<file path="src/rtl/multicycle_ctrl_if.sv">
// Control/status bundle between the RV32I multicycle control FSM and its datapath.
// master = control FSM side, slave = datapath side.
interface multicycle_ctrl_if;
  logic [31:0] instr;
  logic        zero;
  logic        mem_ready;

  logic        pc_write;
  logic        adr_src;
  logic        mem_read;
  logic        mem_write;
  logic        ir_write;
  logic        reg_write;
  logic [1:0]  result_src;
  logic [1:0]  alu_src_a;
  logic [1:0]  alu_src_b;
  logic [1:0]  imm_src;
  logic [1:0]  alu_op;
  logic        illegal;

  modport master (
    input  instr, zero, mem_ready,
    output pc_write, adr_src, mem_read, mem_write, ir_write, reg_write,
           result_src, alu_src_a, alu_src_b, imm_src, alu_op, illegal
  );

  modport slave (
    output instr, zero, mem_ready,
    input  pc_write, adr_src, mem_read, mem_write, ir_write, reg_write,
           result_src, alu_src_a, alu_src_b, imm_src, alu_op, illegal
  );
endinterface

</file>
<file path="src/rtl/multicycle_ctrl.sv">
// Main control FSM of the RV32I multicycle core; one state per datapath cycle.
// Define PERF_CNT_EN to build the retired-instruction counter (retired_o tied to 0 otherwise).
//
// state  | meaning
// FETCH  | read instruction at PC, PC <= PC+4 when memory completes
// DECODE | decode opcode, ALUOut <= branch target
// MEMADR | ALUOut <= rs1 + imm for lw/sw
// MEMRD  | load data read at ALUOut
// MEMWB  | write load data to rd
// MEMWR  | store to ALUOut, held until memory completes
// EXER   | R-type ALU op
// EXEI   | I-type ALU op
// EXEU   | lui / auipc
// ALUWB  | write ALUOut to rd
// BRANCH | compare rs1/rs2, redirect PC to branch target if taken
// JALR   | ALUOut <= rs1 + imm, then shares JAL
// JAL    | PC <= ALUOut, ALUOut <= OldPC+4
module multicycle_ctrl #(
  parameter int CNT_W = 32
) (
  input  logic               clk,
  input  logic               rst,
  multicycle_ctrl_if.master  bus,
  output logic [CNT_W-1:0]   retired_o
);

  localparam logic [6:0] OP_LW    = 7'b0000011;
  localparam logic [6:0] OP_SW    = 7'b0100011;
  localparam logic [6:0] OP_R     = 7'b0110011;
  localparam logic [6:0] OP_I     = 7'b0010011;
  localparam logic [6:0] OP_BR    = 7'b1100011;
  localparam logic [6:0] OP_JAL   = 7'b1101111;
  localparam logic [6:0] OP_JALR  = 7'b1100111;
  localparam logic [6:0] OP_LUI   = 7'b0110111;
  localparam logic [6:0] OP_AUIPC = 7'b0010111;

  typedef enum logic [3:0] {
    FETCH  = 4'd0,
    DECODE = 4'd1,
    MEMADR = 4'd2,
    MEMRD  = 4'd3,
    MEMWB  = 4'd4,
    MEMWR  = 4'd5,
    EXER   = 4'd6,
    EXEI   = 4'd7,
    EXEU   = 4'd8,
    ALUWB  = 4'd9,
    BRANCH = 4'd10,
    JALR   = 4'd11,
    JAL    = 4'd12
  } state_e;

  state_e      state_q, state_d;
  logic [6:0]  opcode;
  logic        funct3_lsb;
  logic        unused_instr;

  assign opcode       = bus.instr[6:0];
  assign funct3_lsb   = bus.instr[12];
  assign unused_instr = ^{bus.instr[31:15], bus.instr[14:13], bus.instr[11:7]};

  always_ff @(posedge clk) begin
    if (rst) state_q <= FETCH;
    else     state_q <= state_d;
  end

  always_comb begin
    state_d = state_q;
    case (state_q)
      FETCH:  if (bus.mem_ready) state_d = DECODE;
      DECODE: begin
        case (opcode)
          OP_LW, OP_SW:       state_d = MEMADR;
          OP_R:               state_d = EXER;
          OP_I:               state_d = EXEI;
          OP_BR:              state_d = BRANCH;
          OP_JAL:             state_d = JAL;
          OP_JALR:            state_d = JALR;
          OP_LUI, OP_AUIPC:   state_d = EXEU;
          default:            state_d = FETCH;
        endcase
      end
      MEMADR: begin
        if (opcode == OP_SW)      state_d = MEMWR;
        else if (opcode == OP_LW) state_d = MEMRD;
        else                      state_d = FETCH;
      end
      MEMRD:  if (bus.mem_ready) state_d = MEMWB;
      MEMWB:  state_d = FETCH;
      MEMWR:  if (bus.mem_ready) state_d = FETCH;
      EXER, EXEI, EXEU: state_d = ALUWB;
      ALUWB:  state_d = FETCH;
      BRANCH: state_d = FETCH;
      JALR:   state_d = JAL;
      JAL:    state_d = ALUWB;
      default: state_d = FETCH;
    endcase
  end

  always_comb begin
    bus.pc_write   = 1'b0;
    bus.adr_src    = 1'b0;
    bus.mem_read   = 1'b0;
    bus.mem_write  = 1'b0;
    bus.ir_write   = 1'b0;
    bus.reg_write  = 1'b0;
    bus.result_src = 2'b00;
    bus.alu_src_a  = 2'b00;
    bus.alu_src_b  = 2'b00;
    bus.alu_op     = 2'b00;
    bus.illegal    = 1'b0;

    case (opcode)
      OP_SW:                     bus.imm_src = 2'b01;
      OP_BR:                     bus.imm_src = 2'b10;
      OP_JAL, OP_LUI, OP_AUIPC:  bus.imm_src = 2'b11;
      default:                   bus.imm_src = 2'b00;
    endcase

    case (state_q)
      FETCH: begin
        bus.mem_read = 1'b1;
        if (bus.mem_ready) begin
          bus.ir_write   = 1'b1;
          bus.pc_write   = 1'b1;
          bus.alu_src_b  = 2'b10;
          bus.result_src = 2'b10;
        end
      end
      DECODE: begin
        bus.alu_src_a = 2'b01;
        bus.alu_src_b = 2'b01;
        case (opcode)
          OP_LW, OP_SW, OP_R, OP_I, OP_BR, OP_JAL, OP_JALR, OP_LUI, OP_AUIPC: ;
          default: bus.illegal = 1'b1;
        endcase
      end
      MEMADR: begin
        bus.alu_src_a = 2'b10;
        bus.alu_src_b = 2'b01;
      end
      MEMRD: begin
        bus.adr_src  = 1'b1;
        bus.mem_read = 1'b1;
      end
      MEMWB: begin
        bus.result_src = 2'b01;
        bus.reg_write  = 1'b1;
      end
      MEMWR: begin
        bus.adr_src   = 1'b1;
        bus.mem_write = 1'b1;
      end
      EXER: begin
        bus.alu_src_a = 2'b10;
        bus.alu_op    = 2'b10;
      end
      EXEI: begin
        bus.alu_src_a = 2'b10;
        bus.alu_src_b = 2'b01;
        bus.alu_op    = 2'b10;
      end
      EXEU: begin
        bus.alu_src_a = (opcode == OP_LUI) ? 2'b11 : 2'b01;
        bus.alu_src_b = 2'b01;
      end
      ALUWB: bus.reg_write = 1'b1;
      BRANCH: begin
        // Only beq/bne are decoded; funct3[0] inverts the sense of zero.
        bus.alu_src_a = 2'b10;
        bus.alu_op    = 2'b01;
        bus.pc_write  = bus.zero ^ funct3_lsb;
      end
      JALR: begin
        bus.alu_src_a = 2'b10;
        bus.alu_src_b = 2'b01;
      end
      JAL: begin
        bus.alu_src_a = 2'b01;
        bus.alu_src_b = 2'b10;
        bus.pc_write  = 1'b1;
      end
      default: ;
    endcase

    // Reset overrides combinationally so an in-flight store drops in the same cycle.
    if (rst) begin
      bus.pc_write   = 1'b0;
      bus.adr_src    = 1'b0;
      bus.mem_read   = 1'b0;
      bus.mem_write  = 1'b0;
      bus.ir_write   = 1'b0;
      bus.reg_write  = 1'b0;
      bus.result_src = 2'b00;
      bus.alu_src_a  = 2'b00;
      bus.alu_src_b  = 2'b00;
      bus.imm_src    = 2'b00;
      bus.alu_op     = 2'b00;
      bus.illegal    = 1'b0;
    end
  end

`ifdef PERF_CNT_EN
  logic [CNT_W-1:0] retired_q, retired_d;
  logic             retire;

  always_comb begin
    retire = (state_q == MEMWB) || (state_q == ALUWB) || (state_q == BRANCH) ||
             ((state_q == MEMWR) && bus.mem_ready);
    retired_d = retire ? retired_q + {{(CNT_W-1){1'b0}}, 1'b1} : retired_q;
  end

  always_ff @(posedge clk) begin
    if (rst) retired_q <= '0;
    else     retired_q <= retired_d;
  end

  assign retired_o = rst ? '0 : retired_q;
`else
  assign retired_o = '0;
`endif

endmodule

</file>
<file path="src/flat_wrapper.sv">
// flat-port wrapper written by rule: the top's interface ports become plain ports
module multicycle_ctrl_flat 
#(
  parameter int CNT_W = 32
)
  (clk, rst, retired_o, bus_instr, bus_zero, bus_mem_ready, bus_pc_write, bus_adr_src, bus_mem_read, bus_mem_write, bus_ir_write, bus_reg_write, bus_result_src, bus_alu_src_a, bus_alu_src_b, bus_imm_src, bus_alu_op, bus_illegal);
  multicycle_ctrl_if bus_i ();
  input  logic clk;
  input  logic rst;
  output logic [CNT_W-1:0] retired_o;
  input wire logic [$bits(bus_i.instr)-1:0] bus_instr;
  input wire logic [$bits(bus_i.zero)-1:0] bus_zero;
  input wire logic [$bits(bus_i.mem_ready)-1:0] bus_mem_ready;
  output wire logic [$bits(bus_i.pc_write)-1:0] bus_pc_write;
  output wire logic [$bits(bus_i.adr_src)-1:0] bus_adr_src;
  output wire logic [$bits(bus_i.mem_read)-1:0] bus_mem_read;
  output wire logic [$bits(bus_i.mem_write)-1:0] bus_mem_write;
  output wire logic [$bits(bus_i.ir_write)-1:0] bus_ir_write;
  output wire logic [$bits(bus_i.reg_write)-1:0] bus_reg_write;
  output wire logic [$bits(bus_i.result_src)-1:0] bus_result_src;
  output wire logic [$bits(bus_i.alu_src_a)-1:0] bus_alu_src_a;
  output wire logic [$bits(bus_i.alu_src_b)-1:0] bus_alu_src_b;
  output wire logic [$bits(bus_i.imm_src)-1:0] bus_imm_src;
  output wire logic [$bits(bus_i.alu_op)-1:0] bus_alu_op;
  output wire logic [$bits(bus_i.illegal)-1:0] bus_illegal;
  assign bus_i.instr = bus_instr;
  assign bus_i.zero = bus_zero;
  assign bus_i.mem_ready = bus_mem_ready;
  assign bus_pc_write = bus_i.pc_write;
  assign bus_adr_src = bus_i.adr_src;
  assign bus_mem_read = bus_i.mem_read;
  assign bus_mem_write = bus_i.mem_write;
  assign bus_ir_write = bus_i.ir_write;
  assign bus_reg_write = bus_i.reg_write;
  assign bus_result_src = bus_i.result_src;
  assign bus_alu_src_a = bus_i.alu_src_a;
  assign bus_alu_src_b = bus_i.alu_src_b;
  assign bus_imm_src = bus_i.imm_src;
  assign bus_alu_op = bus_i.alu_op;
  assign bus_illegal = bus_i.illegal;
  multicycle_ctrl #(.CNT_W(CNT_W)) u_core (.clk(clk), .rst(rst), .bus(bus_i), .retired_o(retired_o));
endmodule
</file>
<file path="config.mk">
export PLATFORM = sky130hd
export DESIGN_NAME = multicycle_ctrl_flat
export DESIGN_NICKNAME = d
export VERILOG_FILES = /design/src/rtl/multicycle_ctrl_if.sv /design/src/rtl/multicycle_ctrl.sv /design/src/flat_wrapper.sv
export SDC_FILE = /design/constraint.sdc
export NUM_CORES = 1
export LEC_CHECK = 0
export ABC_AREA = 0
export CAP_MARGIN = 25
export CORE_UTILIZATION = 52
export CTS_BUF_LIST = sky130_fd_sc_hd__clkbuf_4 sky130_fd_sc_hd__clkbuf_8
export CTS_CLUSTER_SIZE = 28
export DETAILED_ROUTE_END_ITERATION = 12
export DONT_BUFFER_PORTS = 1
export MAX_ROUTING_LAYER = met4
export PLACE_DENSITY = 0.68
export SYNTH_ARGS = -nofsm -noshare
export SYNTH_HDL_FRONTEND = slang
export SYNTH_SLANG_ARGS = --single-unit
</file>
<file path="constraint.sdc">
create_clock -name clk -period 1.5 [get_ports clk]
set_clock_uncertainty 0.05 [all_clocks]
set_input_delay 0.3 -clock clk [delete_from_list [all_inputs] [get_ports clk]]
set_output_delay 0.3 -clock clk [all_outputs]
set_load 0.02 [all_outputs]
</file>
==> impl_results.md, run 1 <==
* Run status: finished, violations left
* Violated checks: negative setup slack
* Max-Cap Viols at 0
* Unique masters post-synth at 43
* CORE AREA at 1594 sq um
* CP Depth at 4
* Die Area at ~2000 sq um
* Post-detailed-route DRC marker count at 0
* Layout Nets at 212
* Total Power at 580.8 uW
* Post-route ant nets at 0
* Cell taking the most area after synthesis: buf_4
* Hold WC Path Type: in -> reg
* Maximum clock frequency at 522.5 MHz
* Gr usage total at 0.4019
* Top cells by area, synth: buf_4 26%, dfxtp_1 8.5%, nor3_1 4.3%
* Buf/Inv on CP at 1
* Crit path largest cell delay at ~360 ps
* Endpoints failing setup at 18
* WHS Path Cells at 1
* Period utilization at 1.276
* Seq/Total Area, Yosys at 0.08533
* Post-Synthesis Cell Area at between 900 and 1000 sq um
* Syn. warnings at 0
* H-tree depth at 1
* #FFs+latches synth at 4
* Largest register FFs at 4
* Worst R2R Path Depth at 8
* Max Buffers Root-to-Sink at 2
* P_leak at 0.0006945 uW
* Sink Count at 4
* Fillers at 44
* Final core utilization at 0.9537
* Design area at 1520 sq um
* Post-detail-place hpwl at 1.888 mm
* R2r setup slk at -210 ps
* # rows at 14
* Global route overflow at 0
* Ys async rst share at 0
* Post-Syn Instances at 135
* Routed vias at 1,284
* Worst-path maximum fanout at 5
* Top-count cell post-synth: buf_4
* Starting density of the core at 0.5887
* Worst setup margin at -414.0 ps
* RSZ-0062 raised after global routing: true
* Drt wl/cell at around 24 microns
* Inserted Clock Buffers at 3
* Crit Path Category: reg -> out
* DRT Pass-1 Iters at 5
* Main synth FF type: dfxtp_1
* Biggest register: u_core.state_q
* Drt initial violations at 94
* I/O pins at 85
* First-pass GRT wire length at 5.554 mm
* Power density cells at 382.0 nW/um^2
* Slowest-stage cell, CP: dfxtp_4
* Gp weighted congestion at 0.8633
* Worst-Skew Late Latency at 230 ps
* Post-Syn Area per Cell at 6.951 sq um
* Antenna violations before repair at 0
* WHS at 89.16 ps
* Dpl ws at -157.2 ps
* Layout cell share with drive strength beyond 1 at 0.5287
* Critical Path Sink Type: primary output
* Placed standard-cell area at 1227 sq um
* CP top delay family: simple AND/OR/NAND/NOR gates
* Share of the synthesized area in the top cell type at 0.2560
* Worst r2r src: u_core.state_q[2]
* Worst Path Required at between 1000 and 1500 ps
* Layout area overhead at 62.00%
* Hold Buf Count CTS at 0
* Die Span Y at 44.48 microns
* Minimum clock period at 1914 ps
* Pin count of the biggest net entering global routing at 17
* Largest registers: u_core.state_q (4)
* Antenna Cells at 0
* IO Port Bufs at 0
* WHS Endpoint: u_core.state_q[3]
* EDFF count, synth at 0
* Crit Reg-Reg Endpoint: u_core.state_q[2]
* Vias in the first global route at about 1,100
* CP Launch Type: flip-flop
* Fin. max-slew vios at 0
* Final Hold Vio Count at 0
* Critical Path AT at about 1600 ps
* Post-Route WL at 4.670 mm
* CP cell instances: buf_12 > nor3_2 > nand2b_1 > a31oi_4
* VDD IR max at about 0.48 mV
* Routed vias/inst at roughly 6.5
* TritonCTS clock tree: yes
* Hold_sp: rst
* Die X at 44.48 microns
* Clock Root Buffer: clkbuf_4
* CTS clk-pin slew, worst paths at about 40 ps
* Most frequent cells after synthesis: 32 x buf_4, 10 x nand2_1, 9 x nor2_1
==> metrics by stage <==
| stage | std cells | setup TNS [ps] |
|---|---|---|
| after floorplan | 166 | -451.4 |
| after global placement | 187 | -733.8 |
| after detailed placement | 187 | -859.1 |
| after CTS | 197 | -3193 |
| after global routing | 198 | -4970 |
| final | 198 | -4366 |
==> cells in the final DEF, fill, tap and decap left out, types with 2 or more instances in the layout <==
cell / netlist / routed
conb_1: 1 / 32
inv_1: 6 / 6
clkbuf_4: 0 / 3
buf_8: 0 / 2
nor2_1: 9 / 7
dfxtp_4: 0 / 4
a32o_1: 2 / 2
or4_4: 1 / 2
nor3b_2: 0 / 2
and3_2: 1 / 3
o22ai_1: 2 / 2
nand2_1: 10 / 8
nand2b_1: 6 / 4
nor2b_4: 0 / 3
nor3_4: 0 / 2
nor3_2: 0 / 5
buf_4: 32 / 32
and4bb_1: 2 / 2
buf_6: 0 / 8
nand2_2: 0 / 2
a21o_1: 2 / 2
a2111oi_4: 0 / 2
nand2b_4: 0 / 2
a21oi_1: 6 / 4
a21oi_2: 0 / 2
o31a_1: 2 / 2
buf_12: 0 / 2
==> timing repair <==
action,4_1_cts,5_1_grt
resized for setup,35,12
pin swaps,6,5
setup buffers,7,2
endpoints found under the setup margin,18,20
==> power breakdown <==
part           internal, uW  total (uW)  leakage, uW  switching [uW]
clock network          89.6         134    0.0000138            44.7
logic                   113         330     0.000645             216
registers               106         117    0.0000355            11.0
==> routing by layer <==
layer	up-vias	GRT usage	part of all wire
li1	500	-	-
met1	559	0.4423	0.32
met2	162	0.7088	0.44
met3	63	0.07755	0.13
met4	0	0.1515	0.11
met5	-	-	0
==> area by class of cell <==
cell class                 instances  area (sq um)  share of cell area
inverter                           6         22.52             0.01481
multi-input combinational        117         949.7              0.6247
sequential                         4         95.09             0.06255
tap                               24         30.03             0.01975
timing repair buffer              44         400.4              0.2634
clock buffer                       3         22.52             0.01481
==> worst max path at each step <==
stage,startpoint,end,slack (ps)
CTS,u_core.state_q[3],bus_pc_write,-290
floorplan,bus_instr[3],u_core.state_q[0],-120
global route,u_core.state_q[2],bus_pc_write,-410
global placement,bus_instr[3],u_core.state_q[0],-160
finish,u_core.state_q[3],bus_illegal,-410
detailed placement,bus_instr[3],u_core.state_q[0],-160
==> cells by family after synthesis <==
kind of cell,share of synthesized area
AOI/OAI and AO/OA,0.2360
xor gates and xnor gates,0.03734
buffers and inverters,0.3093
DFF,0.08534
other,0.003996
and+or+nand+nor,0.3280
==> worst register-to-register path, cell delays in order, from the launching register on <==
cell and delay, ps:
dfxtp_4 360, buf_6 130, buf_4 140, nor2b_4 140
buf_6 100, buf_4 110, a21oi_2 70, a221o_1 350
o2bb2ai_2 160
No activity file was read; power rests on OpenSTA's default activity.
==> run 2, diff against run 1 <==
--- a/config.mk
+++ b/config.mk
@@ -9,9 +9,10 @@
 export CAP_MARGIN = 25
 export CORE_UTILIZATION = 52
 export CTS_BUF_LIST = sky130_fd_sc_hd__clkbuf_4 sky130_fd_sc_hd__clkbuf_8
-export CTS_CLUSTER_SIZE = 28
+export CTS_CLUSTER_SIZE = 25
 export DETAILED_ROUTE_END_ITERATION = 12
 export DONT_BUFFER_PORTS = 1
+export HOLD_SLACK_MARGIN = 0.12
 export MAX_ROUTING_LAYER = met4
 export PLACE_DENSITY = 0.68
 export SYNTH_ARGS = -nofsm -noshare
==> run 2 against run 1 <==
- the run now fails in global routing (5_1_grt)
- area after synthesis stayed put
- synthesized cell count stayed put
==> impl_results.md, run 2 <==
* Cell taking the most area after synthesis: buf_4
* Starting density of the core at 0.5887 (unchanged)
* Unique masters post-synth at 43 (unchanged)
* Clock Root Buffer: clkbuf_4
* WEP type: primary output
* EDFF count, synth at 0 (unchanged)
* Post-Syn Area per Cell at 6.951 sq um (unchanged)
* Antenna violations before repair at 0
* Seq/Total Area, Yosys at 0.08533 (unchanged)
* H-tree depth at 1 (unchanged)
* Ys async rst share at 0 (unchanged)
* Syn. warnings at 0 (unchanged)
* Top-count cell post-synth: buf_4
* I/O pins at 85 (unchanged)
* Main synth FF type: dfxtp_1
* Post-Synthesis Cell Area at 938.4 sq um (unchanged)
* Max Buffers Root-to-Sink at 2 (unchanged)
* Post-detail-place hpwl at 1.888 mm (unchanged)
* Most frequent cells after synthesis: 32 x buf_4, 10 x nand2_1, 9 x nor2_1
* Pin count of the biggest net entering global routing at 17
* Gp weighted congestion at 0.8633 (unchanged)
* Die Span Y at 44.48 microns (unchanged)
* Top cells by area, synth: buf_4 26%, dfxtp_1 8.5%, nor3_1 4.3%
* IO Port Bufs at 0 (unchanged)
* Worst Endpoint after GRT Repair: bus_pc_write
* Dpl ws at -157.2 ps (unchanged)
* Post-Syn Instances at 135 (unchanged)
* Err: [ERROR DPL-0033] detailed placement checks failed during check placement.
* Die X at 44.48 microns (unchanged)
* # rows at 14 (unchanged)
* #FFs+latches synth at 4 (unchanged)
* Placed standard-cell area at 1227 sq um (unchanged)
* Sink Count at 4 (unchanged)
* Inserted Clock Buffers at 3 (unchanged)
* Share of the synthesized area in the top cell type at 0.2560 (unchanged)
* Stopped at: global routing (5_1_grt)
* Run status: aborted with a tool error
==> run 2: cell counts after synthesis <==
Identical to the previous run, type by type.
==> run 2: cell families after synthesis <==
kind of cell / synth area share
xor+xnor: 0.03734
flops: 0.08534
other cells: 0.003996
buf+inv: 0.3093
compound gates: 0.2360
simple gates: 0.3280
==> run 2: repair_timing <==
item,in CTS
pin swaps,6
hold buffers,1
gates resized for setup,35
setup endpoints to repair,18
endpoints found under the hold margin,1
setup buffers,7
==> run 2: through the flow <==
stage	std cells	setup TNS, ps
2_1_floorplan	166	-451.4
3_3_place_gp	187	-733.8
4_1_cts	198	-3193
3_5_place_dp	187	-859.1
==> run 3, diff against run 2 <==
==> config.mk (replaced) <==
export PLATFORM = sky130hd
export DESIGN_NAME = multicycle_ctrl_flat
export DESIGN_NICKNAME = d
export VERILOG_FILES = /design/src/rtl/multicycle_ctrl_if.sv /design/src/rtl/multicycle_ctrl.sv /design/src/flat_wrapper.sv
export SDC_FILE = /design/constraint.sdc
export NUM_CORES = 1
export LEC_CHECK = 0
export ABC_AREA = 0
export CAP_MARGIN = 25
export CORE_AREA = 2 2 63 65
export DETAILED_ROUTE_END_ITERATION = 12
export DIE_AREA = 0 0 65 67
export DONT_BUFFER_PORTS = 1
export PLACE_DENSITY_LB_ADDON = 0.15
export SYNTH_ARGS = -nofsm -noshare
export SYNTH_HDL_FRONTEND = slang
export SYNTH_SLANG_ARGS = --single-unit
==> constraint.sdc (replaced) <==
create_clock -name clk -period 1.95 [get_ports clk]
set_clock_uncertainty 0.05 [all_clocks]
set_input_delay 0.39 -clock clk [delete_from_list [all_inputs] [get_ports clk]]
set_output_delay 0.39 -clock clk [all_outputs]
set_load 0.02 [all_outputs]
==> run 3 against run 2 <==
- the run now ends clean
==> impl_results.md, run 3 (synthesis gave the netlist of run 1 again) <==
* I/O pins at 85 (unchanged)
* Net Sw Power at 167.5 uW
* Endpoints failing setup at 0
* Fin. max-slew vios at 0
* Dpl ws at 136.7 ps (+293.9 ps)
* Period utilization at 0.9512
* CTS clk-pin slew, worst paths at about 30 ps
* Critical Path Sink Type: primary output
* H-tree depth at 1 (unchanged)
* CORE AREA at 3606 sq um
* First-pass GRT wire length at 3.898 mm
* WHS at 210.3 ps
* Drt initial violations at between 60 and 70
* Layout Nets at 192
* Critical Path AT at between 1000 and 1500 ps
* Worst-Skew Late Latency at 210 ps
* P_leak at 0.0005178 uW
* RSZ-0062 raised after global routing: false
* Clock Root Buffer: clkbuf_8
* Worst-path maximum fanout at 10
* Largest register FFs at 4
* P_int at 275.7 uW
* Maximum clock frequency at 539.1 MHz
* IO Port Bufs at 0 (unchanged)
* DRT Pass-1 Iters at 4
* Post-Route WL at 2.491 mm
* Die Span Y at 67 microns (+51%)
* Post-Layout Cell Count at approximately 200
* Antenna violations before repair at 0
* Post-route ant nets at 0
* Sink Count at 4 (unchanged)
* Gr usage total at 0.1117
* Most common cell after layout, fill and taps aside: conb_1
* Final Hold Vio Count at 0
* TritonCTS clock tree: yes
* Crit Path Category: reg -> out
* Antenna Cells at 0
* # rows at 22 (+8)
* Pin count of the biggest net entering global routing at 17
* CP Launch Type: flip-flop
* Minimum clock period at 1855 ps
* Vias in the first global route at 837
* Inst Count DP at 199 (+6.4%)
* Die X at 65 microns (+46%)
* Inserted Clock Buffers at 3 (unchanged)
* Global route overflow at 0
* Max-Cap Viols at 0
* Gp weighted congestion at 0.7937 (-8.1%)
* Worst setup margin at 95.20 ps
* Max Buffers Root-to-Sink at 2 (unchanged)
* Biggest register: u_core.state_q
* Drt wl/cell at 12.33 microns
* Layout cell share with drive strength beyond 1 at 0.2792
* Final core utilization at 0.3095
* VDD IR max at 0.1535 mV
* Routed vias/inst at 4.693
* Post-detailed-route DRC marker count at 0
* Sequential power share at 0.210
* Hold Buf Count CTS at 0 (-1)
* Layout area overhead at 18.93%
* Most frequent cells in the layout: 32 x conb_1, 24 x buf_4, 10 x nand2_1
* Post-detail-place hpwl at 1.951 mm (+3.3%)
* Final setup TNS at 0 ps
* Power density cells at 397.0 nW/um^2
* Comb pwr share at 0.407
* Clock Power Share at 0.383
* Worst Path Required at 1510 ps
* Largest registers: u_core.state_q (4)
* Starting density of the core at 0.2602 (-0.3285)
* Fillers at 401
* Run status: finished clean
* Routed vias at 948
* Die Area at 4355 sq um
* Hold WC Path Type: in -> reg
* Switching Fraction at 0.3779
run 3: per-layer routing:
metal	routed length (microns)	part of all wire	vias to the layer above	global-route usage
met1	1104	0.44	442	0.1427
li1	-	-	458	-
met3	218	0.088	0	0.03378
met4	0	0	0	0.01596
met2	1168	0.47	48	0.1881
met5	0	0	-	0
run 3: stage by stage:
stage          total power (uW)  instance area (sq um)
2_1_floorplan             282.9                   1067
3_3_place_gp              268.5                   1040
3_5_place_dp              268.4                   1040
4_1_cts                   446.9                   1101
5_1_grt                   470.3                   1116
6_report                  443.1                   1116
run 3: path summary, 6_finish.rpt:
kind	startpoint	endpoint	slack (ps)	cells after the start
setup / recovery	u_core.state_q[2]	bus_pc_write	100	3
hold / removal	rst	u_core.state_q[3]	210	1
setup reg to reg	u_core.state_q[2]	u_core.state_q[3]	320	4
hold reg to reg	u_core.state_q[1]	u_core.state_q[1]	580	1
run 3: power by group through the flow:
stage / Clock [uW] / Combinational [uW] / Sequential (uW)
floorplan: 0 / 195 / 87.7
global placement: 0 / 175 / 93.3
detailed placement: 0 / 175 / 93.3
CTS: 175 / 179 / 92.9
global route: 180 / 197 / 92.9
finish: 170 / 181 / 92.9
run 3: area by class of cell:
class | instances | area, sq um | area share
timing repair buffer | 24 | 180.2 | 0.1614
sequential | 4 | 85.08 | 0.07623
inverter | 6 | 22.52 | 0.02018
clock buffer | 3 | 41.29 | 0.03700
tap | 48 | 60.06 | 0.05381
multi-input combinational | 117 | 726.9 | 0.6513
run 3: critical path: stages, from the launching register on:
cell	delay, ps
dfxtp_2	460
nand2_1	140
a2111oi_4	380
a21o_1	230
run 3: repair_timing:
item | in CTS | in global routing
pin swaps | 0 | 1
buffers inserted | 0 | 0
endpoints found under the setup margin | 6 | 3
gates resized for setup | 6 | 4
